$ cat src/rtl/image_scanout_pkg.sv
// image_scanout_pkg
// Shared constants and helpers for the image scanout path:
//   - default 240p raster timing (320x240 visible, 429x262 total)
//   - 11-entry brightness multiplier table (level 0..10, x/256)
//   - rgb332_expand: RGB332 byte -> three 8-bit components
package image_scanout_pkg;

  localparam int DEF_CE_DIV   = 4;
  localparam int DEF_H_ACTIVE = 320;
  localparam int DEF_H_FP     = 18;
  localparam int DEF_H_SYNC   = 32;
  localparam int DEF_H_BP     = 59;
  localparam int DEF_V_ACTIVE = 240;
  localparam int DEF_V_FP     = 4;
  localparam int DEF_V_SYNC   = 3;
  localparam int DEF_V_BP     = 15;
  localparam int DEF_H_TOTAL  = DEF_H_ACTIVE + DEF_H_FP + DEF_H_SYNC + DEF_H_BP;
  localparam int DEF_V_TOTAL  = DEF_V_ACTIVE + DEF_V_FP + DEF_V_SYNC + DEF_V_BP;

  localparam int ADDR_W    = 17;
  localparam int LEVEL_MAX = 10;

  // Brightness multipliers in 1/256 steps; the top entry (256) is unity gain.
  localparam logic [8:0] MUL_TABLE [0:LEVEL_MAX] = '{
    9'd0, 9'd26, 9'd51, 9'd77, 9'd102, 9'd128,
    9'd154, 9'd179, 9'd205, 9'd230, 9'd256
  };

  typedef struct packed {
    logic [7:0] r;
    logic [7:0] g;
    logic [7:0] b;
  } rgb888_t;

  // Bit replication keeps full-scale input at full-scale output (7 -> 0xFF).
  function automatic rgb888_t rgb332_expand(input logic [7:0] d);
    rgb888_t c;
    c.r = {d[7:5], d[7:5], d[7:6]};
    c.g = {d[4:2], d[4:2], d[4:3]};
    c.b = {d[1:0], d[1:0], d[1:0], d[1:0]};
    return c;
  endfunction

  // Levels above the table clamp to unity gain.
  function automatic logic [8:0] level_mul(input logic [3:0] level);
    logic [3:0] idx;
    idx = (level > 4'(LEVEL_MAX)) ? 4'(LEVEL_MAX) : level;
    return MUL_TABLE[idx];
  endfunction

  // (c * m) >> 8, truncated to 8 bits; m = 256 returns c unchanged.
  function automatic logic [7:0] scale8(input logic [7:0] c, input logic [8:0] m);
    return 8'((17'(c) * 17'(m)) >> 8);
  endfunction

endpackage

$ cat src/rtl/image_scanout_if.sv
// image_scanout_if
// Bundles the RAM read port and the emu video port of the scanout block.
//   master: the scanout (drives ram_addr and video), slave: RAM + video sink.
// Protocol: every signal is qualified by ce_pix. The master updates
// ram_addr/h_sync/v_sync/de/r/g/b only in the clk where ce_pix rises and
// holds them otherwise; the sink samples them while ce_pix is high. The RAM
// returns ram_data registered, one clk after ram_addr, with no back-pressure.
interface image_scanout_if;
  import image_scanout_pkg::*;

  logic [ADDR_W-1:0] ram_addr;
  logic [7:0]        ram_data;
  logic              ce_pix;
  logic              h_sync;
  logic              v_sync;
  logic              de;
  logic [7:0]        r;
  logic [7:0]        g;
  logic [7:0]        b;

  modport master (
    output ram_addr,
    input  ram_data,
    output ce_pix, h_sync, v_sync, de, r, g, b
  );

  modport slave (
    input  ram_addr,
    output ram_data,
    input  ce_pix, h_sync, v_sync, de, r, g, b
  );
endinterface

$ cat src/rtl/image_scanout_timing.sv
// video_timing
// Pixel-enable divider plus horizontal/vertical raster counters.
// Ports:
//   clk, reset_n   clock and async active-low reset
//   tick           one-clk pulse every CE_DIV clks; counters advance on it
//   ce_pix         registered copy of tick (goes high with the new pixel)
//   active         current position is inside the visible window
//   hsync, vsync   current position is inside the sync pulse region
//   frame_wrap     current position is the last one of the frame
module video_timing
  import image_scanout_pkg::*;
#(
  parameter int CE_DIV   = DEF_CE_DIV,
  parameter int H_ACTIVE = DEF_H_ACTIVE,
  parameter int H_FP     = DEF_H_FP,
  parameter int H_SYNC   = DEF_H_SYNC,
  parameter int H_BP     = DEF_H_BP,
  parameter int V_ACTIVE = DEF_V_ACTIVE,
  parameter int V_FP     = DEF_V_FP,
  parameter int V_SYNC   = DEF_V_SYNC,
  parameter int V_BP     = DEF_V_BP
) (
  input  logic clk,
  input  logic reset_n,
  output logic tick,
  output logic ce_pix,
  output logic active,
  output logic hsync,
  output logic vsync,
  output logic frame_wrap
);

  localparam int HT = H_ACTIVE + H_FP + H_SYNC + H_BP;
  localparam int VT = V_ACTIVE + V_FP + V_SYNC + V_BP;
  localparam int HW = $clog2(HT);
  localparam int VW = $clog2(VT);
  localparam int CW = $clog2(CE_DIV);

  logic [CW-1:0] ce_cnt;
  logic [HW-1:0] h_cnt;
  logic [VW-1:0] v_cnt;
  logic          h_last;
  logic          v_last;

  assign tick   = (ce_cnt == CW'(CE_DIV - 1));
  assign h_last = (h_cnt == HW'(HT - 1));
  assign v_last = (v_cnt == VW'(VT - 1));

  always_ff @(posedge clk or negedge reset_n) begin
    if (!reset_n) begin
      ce_cnt <= '0;
      ce_pix <= 1'b0;
      h_cnt  <= '0;
      v_cnt  <= '0;
    end else begin
      ce_pix <= tick;
      ce_cnt <= tick ? '0 : ce_cnt + 1'b1;
      if (tick) begin
        h_cnt <= h_last ? '0 : h_cnt + 1'b1;
        if (h_last) begin
          v_cnt <= v_last ? '0 : v_cnt + 1'b1;
        end
      end
    end
  end

  assign active     = (h_cnt < HW'(H_ACTIVE)) && (v_cnt < VW'(V_ACTIVE));
  assign hsync      = (h_cnt >= HW'(H_ACTIVE + H_FP)) &&
                      (h_cnt <  HW'(H_ACTIVE + H_FP + H_SYNC));
  // vsync depends on v only, so it covers whole lines.
  assign vsync      = (v_cnt >= VW'(V_ACTIVE + V_FP)) &&
                      (v_cnt <  VW'(V_ACTIVE + V_FP + V_SYNC));
  assign frame_wrap = h_last && v_last;

endmodule

$ cat src/rtl/image_scanout.sv
// image_scanout
// Reads an RGB332 image back from the loader's dual-port RAM and drives it
// as a raster on the emu video port, with 11-step brightness scaling.
// Ports:
//   clk, reset_n   system clock, async active-low reset
//   layer_level    brightness 0..10 (11..15 behave as 10)
//   blank_image    forces black pixels; timing keeps running
//   vid            image_scanout_if.master: ram_addr/ram_data, ce_pix,
//                  h_sync, v_sync, de, r, g, b
// Pipeline, in pixel ticks from the raster position at tick k:
//   k   : ram_addr registered, sync/de captured (stage 1)
//   k+1 : ram_data expanded, blank/de gating, level sampled (stage 2)
//   k+2 : scaled colour and delayed sync/de drive the outputs
module image_scanout
  import image_scanout_pkg::*;
#(
  parameter int CE_DIV   = DEF_CE_DIV,
  parameter int H_ACTIVE = DEF_H_ACTIVE,
  parameter int H_FP     = DEF_H_FP,
  parameter int H_SYNC   = DEF_H_SYNC,
  parameter int H_BP     = DEF_H_BP,
  parameter int V_ACTIVE = DEF_V_ACTIVE,
  parameter int V_FP     = DEF_V_FP,
  parameter int V_SYNC   = DEF_V_SYNC,
  parameter int V_BP     = DEF_V_BP
) (
  input  logic                  clk,
  input  logic                  reset_n,
  input  logic [3:0]            layer_level,
  input  logic                  blank_image,
  image_scanout_if.master       vid
);

  logic tick;
  logic active;
  logic hsync;
  logic vsync;
  logic frame_wrap;

  video_timing #(
    .CE_DIV   (CE_DIV),
    .H_ACTIVE (H_ACTIVE),
    .H_FP     (H_FP),
    .H_SYNC   (H_SYNC),
    .H_BP     (H_BP),
    .V_ACTIVE (V_ACTIVE),
    .V_FP     (V_FP),
    .V_SYNC   (V_SYNC),
    .V_BP     (V_BP)
  ) u_timing (
    .clk        (clk),
    .reset_n    (reset_n),
    .tick       (tick),
    .ce_pix     (vid.ce_pix),
    .active     (active),
    .hsync      (hsync),
    .vsync      (vsync),
    .frame_wrap (frame_wrap)
  );

  logic [ADDR_W-1:0] addr_cnt;
  logic              de1, hs1, vs1;
  logic              de2, hs2, vs2;
  rgb888_t           pix2;
  logic [8:0]        mul2;

  always_ff @(posedge clk or negedge reset_n) begin
    if (!reset_n) begin
      addr_cnt     <= '0;
      vid.ram_addr <= '0;
      de1          <= 1'b0;
      hs1          <= 1'b0;
      vs1          <= 1'b0;
      de2          <= 1'b0;
      hs2          <= 1'b0;
      vs2          <= 1'b0;
      pix2         <= '0;
      mul2         <= '0;
      vid.de       <= 1'b0;
      vid.h_sync   <= 1'b0;
      vid.v_sync   <= 1'b0;
      vid.r        <= '0;
      vid.g        <= '0;
      vid.b        <= '0;
    end else if (tick) begin
      // Stage 1: the image is stored row-major with no gaps, so a counter
      // that steps only on visible pixels yields line n at n*H_ACTIVE.
      vid.ram_addr <= addr_cnt;
      if (frame_wrap) begin
        addr_cnt <= '0;
      end else if (active) begin
        addr_cnt <= addr_cnt + 1'b1;
      end
      de1 <= active;
      hs1 <= hsync;
      vs1 <= vsync;

      // Stage 2: gating to black here keeps porch/sync periods at zero.
      de2  <= de1;
      hs2  <= hs1;
      vs2  <= vs1;
      mul2 <= level_mul(layer_level);
      pix2 <= (de1 && !blank_image) ? rgb332_expand(vid.ram_data) : '0;

      // Stage 3: outputs.
      vid.de     <= de2;
      vid.h_sync <= hs2;
      vid.v_sync <= vs2;
      vid.r      <= scale8(pix2.r, mul2);
      vid.g      <= scale8(pix2.g, mul2);
      vid.b      <= scale8(pix2.b, mul2);
    end
  end

endmodule

$ cat src/flat_wrapper.sv
// flat-port wrapper written by rule: the top's interface ports become plain ports
module image_scanout_flat import image_scanout_pkg::*;
#(
  parameter int CE_DIV   = DEF_CE_DIV,
  parameter int H_ACTIVE = DEF_H_ACTIVE,
  parameter int H_FP     = DEF_H_FP,
  parameter int H_SYNC   = DEF_H_SYNC,
  parameter int H_BP     = DEF_H_BP,
  parameter int V_ACTIVE = DEF_V_ACTIVE,
  parameter int V_FP     = DEF_V_FP,
  parameter int V_SYNC   = DEF_V_SYNC,
  parameter int V_BP     = DEF_V_BP
)
  (clk, reset_n, layer_level, blank_image, vid_ram_addr, vid_ram_data, vid_ce_pix, vid_h_sync, vid_v_sync, vid_de, vid_r, vid_g, vid_b);
  image_scanout_if vid_i ();
  input  logic clk;
  input  logic reset_n;
  input  logic [3:0] layer_level;
  input  logic blank_image;
  output wire logic [$bits(vid_i.ram_addr)-1:0] vid_ram_addr;
  input wire logic [$bits(vid_i.ram_data)-1:0] vid_ram_data;
  output wire logic [$bits(vid_i.ce_pix)-1:0] vid_ce_pix;
  output wire logic [$bits(vid_i.h_sync)-1:0] vid_h_sync;
  output wire logic [$bits(vid_i.v_sync)-1:0] vid_v_sync;
  output wire logic [$bits(vid_i.de)-1:0] vid_de;
  output wire logic [$bits(vid_i.r)-1:0] vid_r;
  output wire logic [$bits(vid_i.g)-1:0] vid_g;
  output wire logic [$bits(vid_i.b)-1:0] vid_b;
  assign vid_ram_addr = vid_i.ram_addr;
  assign vid_i.ram_data = vid_ram_data;
  assign vid_ce_pix = vid_i.ce_pix;
  assign vid_h_sync = vid_i.h_sync;
  assign vid_v_sync = vid_i.v_sync;
  assign vid_de = vid_i.de;
  assign vid_r = vid_i.r;
  assign vid_g = vid_i.g;
  assign vid_b = vid_i.b;
  image_scanout #(.CE_DIV(CE_DIV), .H_ACTIVE(H_ACTIVE), .H_FP(H_FP), .H_SYNC(H_SYNC), .H_BP(H_BP), .V_ACTIVE(V_ACTIVE), .V_FP(V_FP), .V_SYNC(V_SYNC), .V_BP(V_BP)) u_core (.clk(clk), .reset_n(reset_n), .layer_level(layer_level), .blank_image(blank_image), .vid(vid_i));
endmodule
$ cat config.mk
export PLATFORM = sky130hd
export DESIGN_NAME = image_scanout_flat
export DESIGN_NICKNAME = d
export VERILOG_FILES = /design/src/rtl/image_scanout_pkg.sv /design/src/rtl/image_scanout_if.sv /design/src/rtl/image_scanout_timing.sv /design/src/rtl/image_scanout.sv /design/src/flat_wrapper.sv
export SDC_FILE = /design/constraint.sdc
export NUM_CORES = 1
export LEC_CHECK = 0
export ABC_AREA = 1
export CAP_MARGIN = 20
export CORE_MARGIN = 4
export CORE_UTILIZATION = 54
export CTS_BUF_LIST = sky130_fd_sc_hd__clkbuf_4 sky130_fd_sc_hd__clkbuf_8
export DETAILED_ROUTE_END_ITERATION = 8
export HOLD_SLACK_MARGIN = 0.08
export PLACE_DENSITY_LB_ADDON = 0.15
export SYNTH_ARGS = -nofsm -noshare
export SYNTH_HDL_FRONTEND = slang
export SYNTH_SLANG_ARGS = --single-unit
$ cat constraint.sdc
create_clock -name clk -period 5.56 [get_ports clk]
set_input_delay 1.668 -clock clk [delete_from_list [all_inputs] [get_ports clk]]
set_output_delay 1.668 -clock clk [all_outputs]
set_load 0.005 [all_outputs]
==> run_results.csv, run 1 <==
group,metric,value,unit
clocking,postCtsSetupRepairBufs,0,
routing,vias_per_cell,5.17,
power,power_density,187,mW/mm²
clocking,cts.sinks,104,
clocking,cts_resized,0,
run_status,outcome,"finished clean",
min_path,holdCritStartpoint,"u_core.u_timing.ce_cnt[0]",
critical_path,required,5.86,ns
sta,tightest_slew,0.941,ns
yosys,ys_ff_latch,104,
clocking,cts_made_buffers,9,
clocking,ctsLongestPathBuffers,2,
power,power.leakage,6.72,nW
routing,routedWlPerCell,14.0,µm
floorplanning,die_area,0.0224,mm²
critical_path,r2r-start,"u_core.mul2[6]",
floorplanning,start_util,55.2,%
sta,final_hold_viol_count,0,
global_routing,grt_overflow_total,0,
clocking,clk_latency,0.41,ns
critical_path,crit_path_start_kind,"flip-flop",
yosys,synthTopCellsByArea,"dfrtp_1, fa_1, ha_1",
job,maxCapViolCount,0,
global_routing,grt_pass1_vias,8900,
sta,max_freq,217,MHz
floorplanning,core,0.0196,mm²
clocking,cts_tree,"done",
clocking,path_clk_slew,0.13,ns
finish,final_core_util,60.3,%
routing,vias,8792,
global_routing,grt_start_max_net_pins,88,
sta,fin_skew,0.0153,ns
sta,slew_headroom,37.3,%
yosys,synth_area_per_cell,7.76,µm²
yosys,synth_edf_count,0,
yosys,synthTopCellsByCount,"inv_1, nand2_1, ha_1",
routing,ant_nets,0,
sta,holdWs,0.445,ns
routing,drc_errors,0,
sta,period_minus_slack,4.61,ns
critical_path,worst_ep_arrival_time,4.91,ns
floorplanning,die_y,150,µm
yosys,netlist.area_leader.share,24.1,%
routing,routed_wl,23800,µm
critical_path,endpoint_kind,"flip-flop",
sta,drv_slew,0,
finish,area_delta_synth_final,9.15,%
global_routing,antenna_found_initial,0,
floorplanning,die_w,150,µm
yosys,synth_most_common_cell,"inv_1",
critical_path,path_class,"reg -> reg",
yosys,syn_area,0.0108,mm²
clocking,postCtsHoldBufs,0,
critical_path,crit_path_start,"u_core.mul2[6]",
critical_path,ff2ff_setup_slack,0.95,ns
floorplanning,io_pins,60,
min_path,hold_path_class,"reg -> reg",
finish,diodes,0,
routing,drt_iter0_markers,505,
clocking,cts_htree_levels,3,
yosys,yosysTopAreaCell,"dfrtp_1",
finish,final_cells,1702,
placement,dpl.cell_count,1686,
finish,drive_above_1_share,3.55,%
sta,setup_viol,0,
power,peakVddDrop,0.144,mV
finish,nFillCells,1780,
yosys,synthCells,1395,
power,fin_total_pwr,2.21,mW
sta,finalSetupTns,0,ns
yosys,async_flop_share,100,%
yosys,yosysUniqueCellTypes,45,
placement,numPortBuffers,59,
yosys,yosysSeqAreaShare,24.1,%
floorplanning,placementRows,51,
global_routing,grt_pass1_wl,41800,µm
yosys,synth_warnings,0,
routing,dr.pass1.iters,6,
sta,finalCritPeriodShare,83.0,%
critical_path,cp_max_fo,10,
yosys,synth_ff_type,"dfrtp_1",
finish,fin_nets,1658,
sta,rsz0062_at_grt,"false",
placement,gp_congestion,0.905,
yosys,synth_nets,1621,
clocking,cts-root-buf,"clkbuf_8",
placement,dp_hpwl,18700,µm
global_routing,track_usage,23.0,%
worst max-delay path, stage by stage (launching register included):
cell and delay, ns:
dfrtp_1 0.57, nand2_1 0.25, inv_1 0.34, fa_1 0.48, fa_1 0.52, fa_1 0.54
inv_1 0.05, fa_1 0.53, inv_1 0.04, ha_1 0.33, a21oi_1 0.28, o21ai_0 0.16
nor2_1 0.12, nand2_1 0.07, nand2_1 0.06, nand2_1 0.05, nand3_1 0.05, nand2_1 0.06
flip-flops by register name, indices dropped and copies added, names as in the netlist, 2 cells and up:
name and flops:
u_core.addr_cnt 17, u_core.vid.ram_addr 17, u_core.u_timing.h_cnt 9, u_core.u_timing.v_cnt 9, u_core.mul2 8, u_core.pix2 8, u_core.vid.b 8, u_core.vid.g 8
u_core.vid.r 8, u_core.u_timing.ce_cnt 2
where the power goes:
group / internal, mW / total [mW] / switching [mW]
clock network: 0.186 / 0.531 / 0.344
registers: 0.816 / 0.871 / 0.0556
logic: 0.346 / 0.805 / 0.459
total: 1.35 / 2.21 / 0.859
metrics by stage:
stage / cell area, µm² / worst slack [ns]
2_1_floorplan: 10800 / 1.27
3_3_place_gp: 11600 / 1.08
3_5_place_dp: 11600 / 0.986
4_1_cts: 11800 / 0.952
5_1_grt: 11800 / 0.573
6_report: 11800 / 0.945
logic make-up after synthesis:
| family | Yosys count | synth area share [%] |
|---|---|---|
| AOI/OAI and AO/OA | 148 | 7.56 |
| xor gates and xnor gates | 22 | 1.78 |
| adders and majority gates | 211 | 31.5 |
| buffers and inverters | 379 | 13.5 |
| DFF | 104 | 24.1 |
| and+or+nand+nor | 531 | 21.6 |
routing by layer:
metal  wire, µm  up-vias  GRT usage [%]
met5          0        -              0
met1      11200     4192           32.3
met4        431        0           5.95
met2      11100      198           37.4
met3       1060       38           3.60
li1           -     4364              -
final timing paths:
| path | cells past startpoint | endpoint |
|---|---|---|
| hold / removal | 1 | u_core.u_timing.ce_cnt[0] |
| setup / recovery | 17 | u_core.vid.b[7] |
| min in group asynchronous | 1 | u_core.vid.g[4] |
| max in group asynchronous | 2 | u_core.vid.r[7] |
| setup reg to reg | 17 | u_core.vid.b[7] |
| hold reg to reg | 1 | u_core.u_timing.ce_cnt[0] |
cells in the final DEF (no fill, tap or decap), types with 5 or more instances in the layout:
| cell type | instances |
|---|---|
| nand4_1 | 27 |
| dfrtp_1 | 104 |
| clkdlybuf4s50_1 | 58 |
| xnor2_1 | 10 |
| o21ai_1 | 13 |
| inv_1 | 336 |
| nor2_1 | 59 |
| nor3_1 | 16 |
| a31oi_1 | 7 |
| fa_1 | 102 |
| nand3b_1 | 6 |
| clkbuf_8 | 9 |
| nand3_1 | 82 |
| ha_1 | 108 |
| o21bai_1 | 5 |
| nand2_1 | 314 |
| o21ai_0 | 70 |
| xor2_1 | 12 |
| inv_2 | 6 |
| or2_2 | 5 |
| a21oi_1 | 34 |
area by class of cell:
type / count / area [µm²] / share of cell area (%)
Clock buffer: 9 / 124 / 1.05
Clock inverter: 7 / 93.8 / 0.795
Inverter: 343 / 1290 / 10.9
Multi-Input combinational cell: 912 / 6760 / 57.2
Sequential cell: 104 / 2600 / 22.0
Tap cell: 265 / 332 / 2.81
Timing Repair Buffer: 62 / 611 / 5.17
Power figures use the tool's default switching activity.
==> run 2: changes to the inputs <==
==> constraint.sdc (replaced) <==
create_clock -name clk -period 3.9 [get_ports clk]
set_input_delay 1.17 -clock clk [delete_from_list [all_inputs] [get_ports clk]]
set_output_delay 1.17 -clock clk [all_outputs]
set_load 0.005 [all_outputs]
==> run_results.csv, run 2 (synthesized netlist as in run 1, its figures left out) <==
group,metric,value,unit
floorplanning,start_util,55.2,%
critical_path,cp_max_fo,4,
sta,timing.final.ws_setup,-0.189,ns
critical_path,crit_chain,"buf_6 -> nand2_4 -> inv_4 -> fa_1 -> inv_1 -> fa_1 -> inv_1 -> fa_1 -> inv_2 -> fa_1 -> inv_2 -> ha_4 -> a21oi_4 -> o21ai_4 -> buf_4 -> nand3_2 -> nand4_1 -> nand3_1 -> nand2_1",
floorplanning,placementRows,51,
sta,max_freq,245,MHz
sta,setup_viol,23,
clocking,ctsLongestPathBuffers,2,
run_status,violations,"negative setup slack",
routing,vias_per_cell,5.17,
global_routing,grt_pass1_vias,9968,
routing,routed_wl,28400,µm
global_routing,grt_overflow_total,0,
sta,finalSetupTns,-2.41,ns
critical_path,critPathSlowestCell,"fa_1",
clocking,postCtsHoldBufs,0,
finish,final_common_cell,"inv_1",
power,power_density,277,mW/mm²
sta,slew_headroom,45.5,%
sta,drv_slew,0,
finish,fin_nets,1825,
critical_path,path_class,"reg -> reg",
placement,numPortBuffers,59,
floorplanning,die_area,0.0224,mm²
routing,routedWlPerCell,15.2,µm
floorplanning,die_y,150,µm
finish,final_cell_mix,"inv_1, nand2_1, buf_4",
routing,vias,9664,
clocking,cts.sinks,104,
finish,top_regs,"u_core.addr_cnt (17), u_core.vid.ram_addr (17)",
floorplanning,die_w,150,µm
finish,final_cells,1869,
clocking,clk_latency,0.40,ns
global_routing,grt_start_max_net_pins,64,
critical_path,max_stage_delay,0.54,ns
critical_path,critPathBufInv,7,
placement,placed_cell_area,0.0126,mm²
finish,fin_area,0.0141,mm²
placement,dp_hpwl,20600,µm
critical_path,worstRegToRegCells,19,
power,peakVddDrop,0.202,mV
sta,final_hold_viol_count,0,
placement,post-place-ws,-0.441,ns
floorplanning,core,0.0196,mm²
global_routing,grt_pass1_wl,46700,µm
clocking,cts_made_buffers,9,
clocking,cts_htree_levels,3,
critical_path,path_delay_family,"adder cells",
sta,rsz0062_at_grt,"true",
min_path,holdPathEnd,"u_core.u_timing.ce_cnt[0]",
power,fin_total_pwr,3.92,mW
critical_path,worst_ep_arrival_time,4.40,ns
power,power.leakage,7.67,nW
floorplanning,io_pins,60,
sta,fin_skew,0.0157,ns
finish,diodes,0,
finish,area_delta_synth_final,30.6,%
sta,period_minus_slack,4.09,ns
min_path,hold_path_class,"reg -> reg",
placement,gp_congestion,0.922,
clocking,cts_tree,"done",
critical_path,required,4.21,ns
sta,tightest_slew,0.818,ns
global_routing,antenna_found_initial,0,
run_status,outcome,"complete, but fails checks",
routing,dr.pass1.iters,5,
min_path,hold_depth,1,
placement,dpl.cell_count,1811,
clocking,cts-root-buf,"clkbuf_8",
sta,finalCritPeriodShare,105,%
critical_path,crit_path_start_kind,"flip-flop",
critical_path,path_common_cell,"fa_1",
min_path,holdCritStartpoint,"u_core.u_timing.ce_cnt[0]",
sta,holdWs,0.436,ns
job,maxCapViolCount,0,
critical_path,r2r-start,"u_core.mul2[6]",
routing,ant_nets,0,
finish,drive_above_1_share,26.2,%
finish,final_core_util,72.2,%
critical_path,ff2ff_setup_slack,-0.19,ns
clocking,path_clk_slew,0.12,ns
routing,drc_errors,0,
critical_path,endpoint_kind,"flip-flop",
global_routing,track_usage,25.5,%
routing,drt_iter0_markers,536,
critical_path,r2r-end,"u_core.vid.g[5]",
finish,nFillCells,1477,
run 2: power by group:
group | internal (mW) | total (mW) | switching (mW)
clock | 0.265 | 0.730 | 0.464
combinational | 0.934 | 1.94 | 1.01
sequential | 1.17 | 1.24 | 0.0763
run 2: repair_timing:
action	4_1_cts	5_1_grt
pin swaps	104	83
setup endpoints to repair	24	24
resized for setup	151	111
buffers inserted	32	10
run 2: layer usage:
metal,part of all wire (%),track usage [%],vias to the layer above
li1,-,-,4700
met1,43,33.8,4686
met2,50,43.7,217
met3,3.4,3.60,61
met4,2.8,7.92,0
met5,0,0,-
run 2: worst max path at each step:
stage | start | to | slack [ns] | depth (start not counted)
after floorplan | u_core.mul2[6] | u_core.vid.g[3] | -0.05 | 21
after global placement | u_core.pix2[5] | u_core.vid.b[5] | -0.34 | 16
after detailed placement | u_core.pix2[5] | u_core.vid.b[5] | -0.44 | 16
after CTS | u_core.mul2[1] | u_core.vid.r[4] | -0.1 | 19
after global routing | u_core.mul2[5] | u_core.vid.r[7] | -0.37 | 18
final | u_core.mul2[6] | u_core.vid.g[5] | -0.19 | 19
run 2: area by class of cell:
class | count | area, µm² | share of cell area (%)
Timing Repair Buffer | 229 | 1920 | 13.6
Multi-Input combinational cell | 912 | 7740 | 54.8
Clock inverter | 7 | 88.8 | 0.628
Tap cell | 265 | 332 | 2.35
Sequential cell | 104 | 2620 | 18.5
Clock buffer | 9 | 124 | 0.876
Inverter | 343 | 1300 | 9.22
run 2: worst register-to-register path: cells and delay by family (launching register included):
| family | cells | cell delay, ns |
|---|---|---|
| AO/OA/AOI/OAI | 2 | 0.30 |
| adder cells (fa/ha/maj) | 5 | 2.29 |
| buffers and inverters | 7 | 0.54 |
| AND/OR/NAND/NOR | 5 | 0.41 |
| flip-flops | 1 | 0.47 |
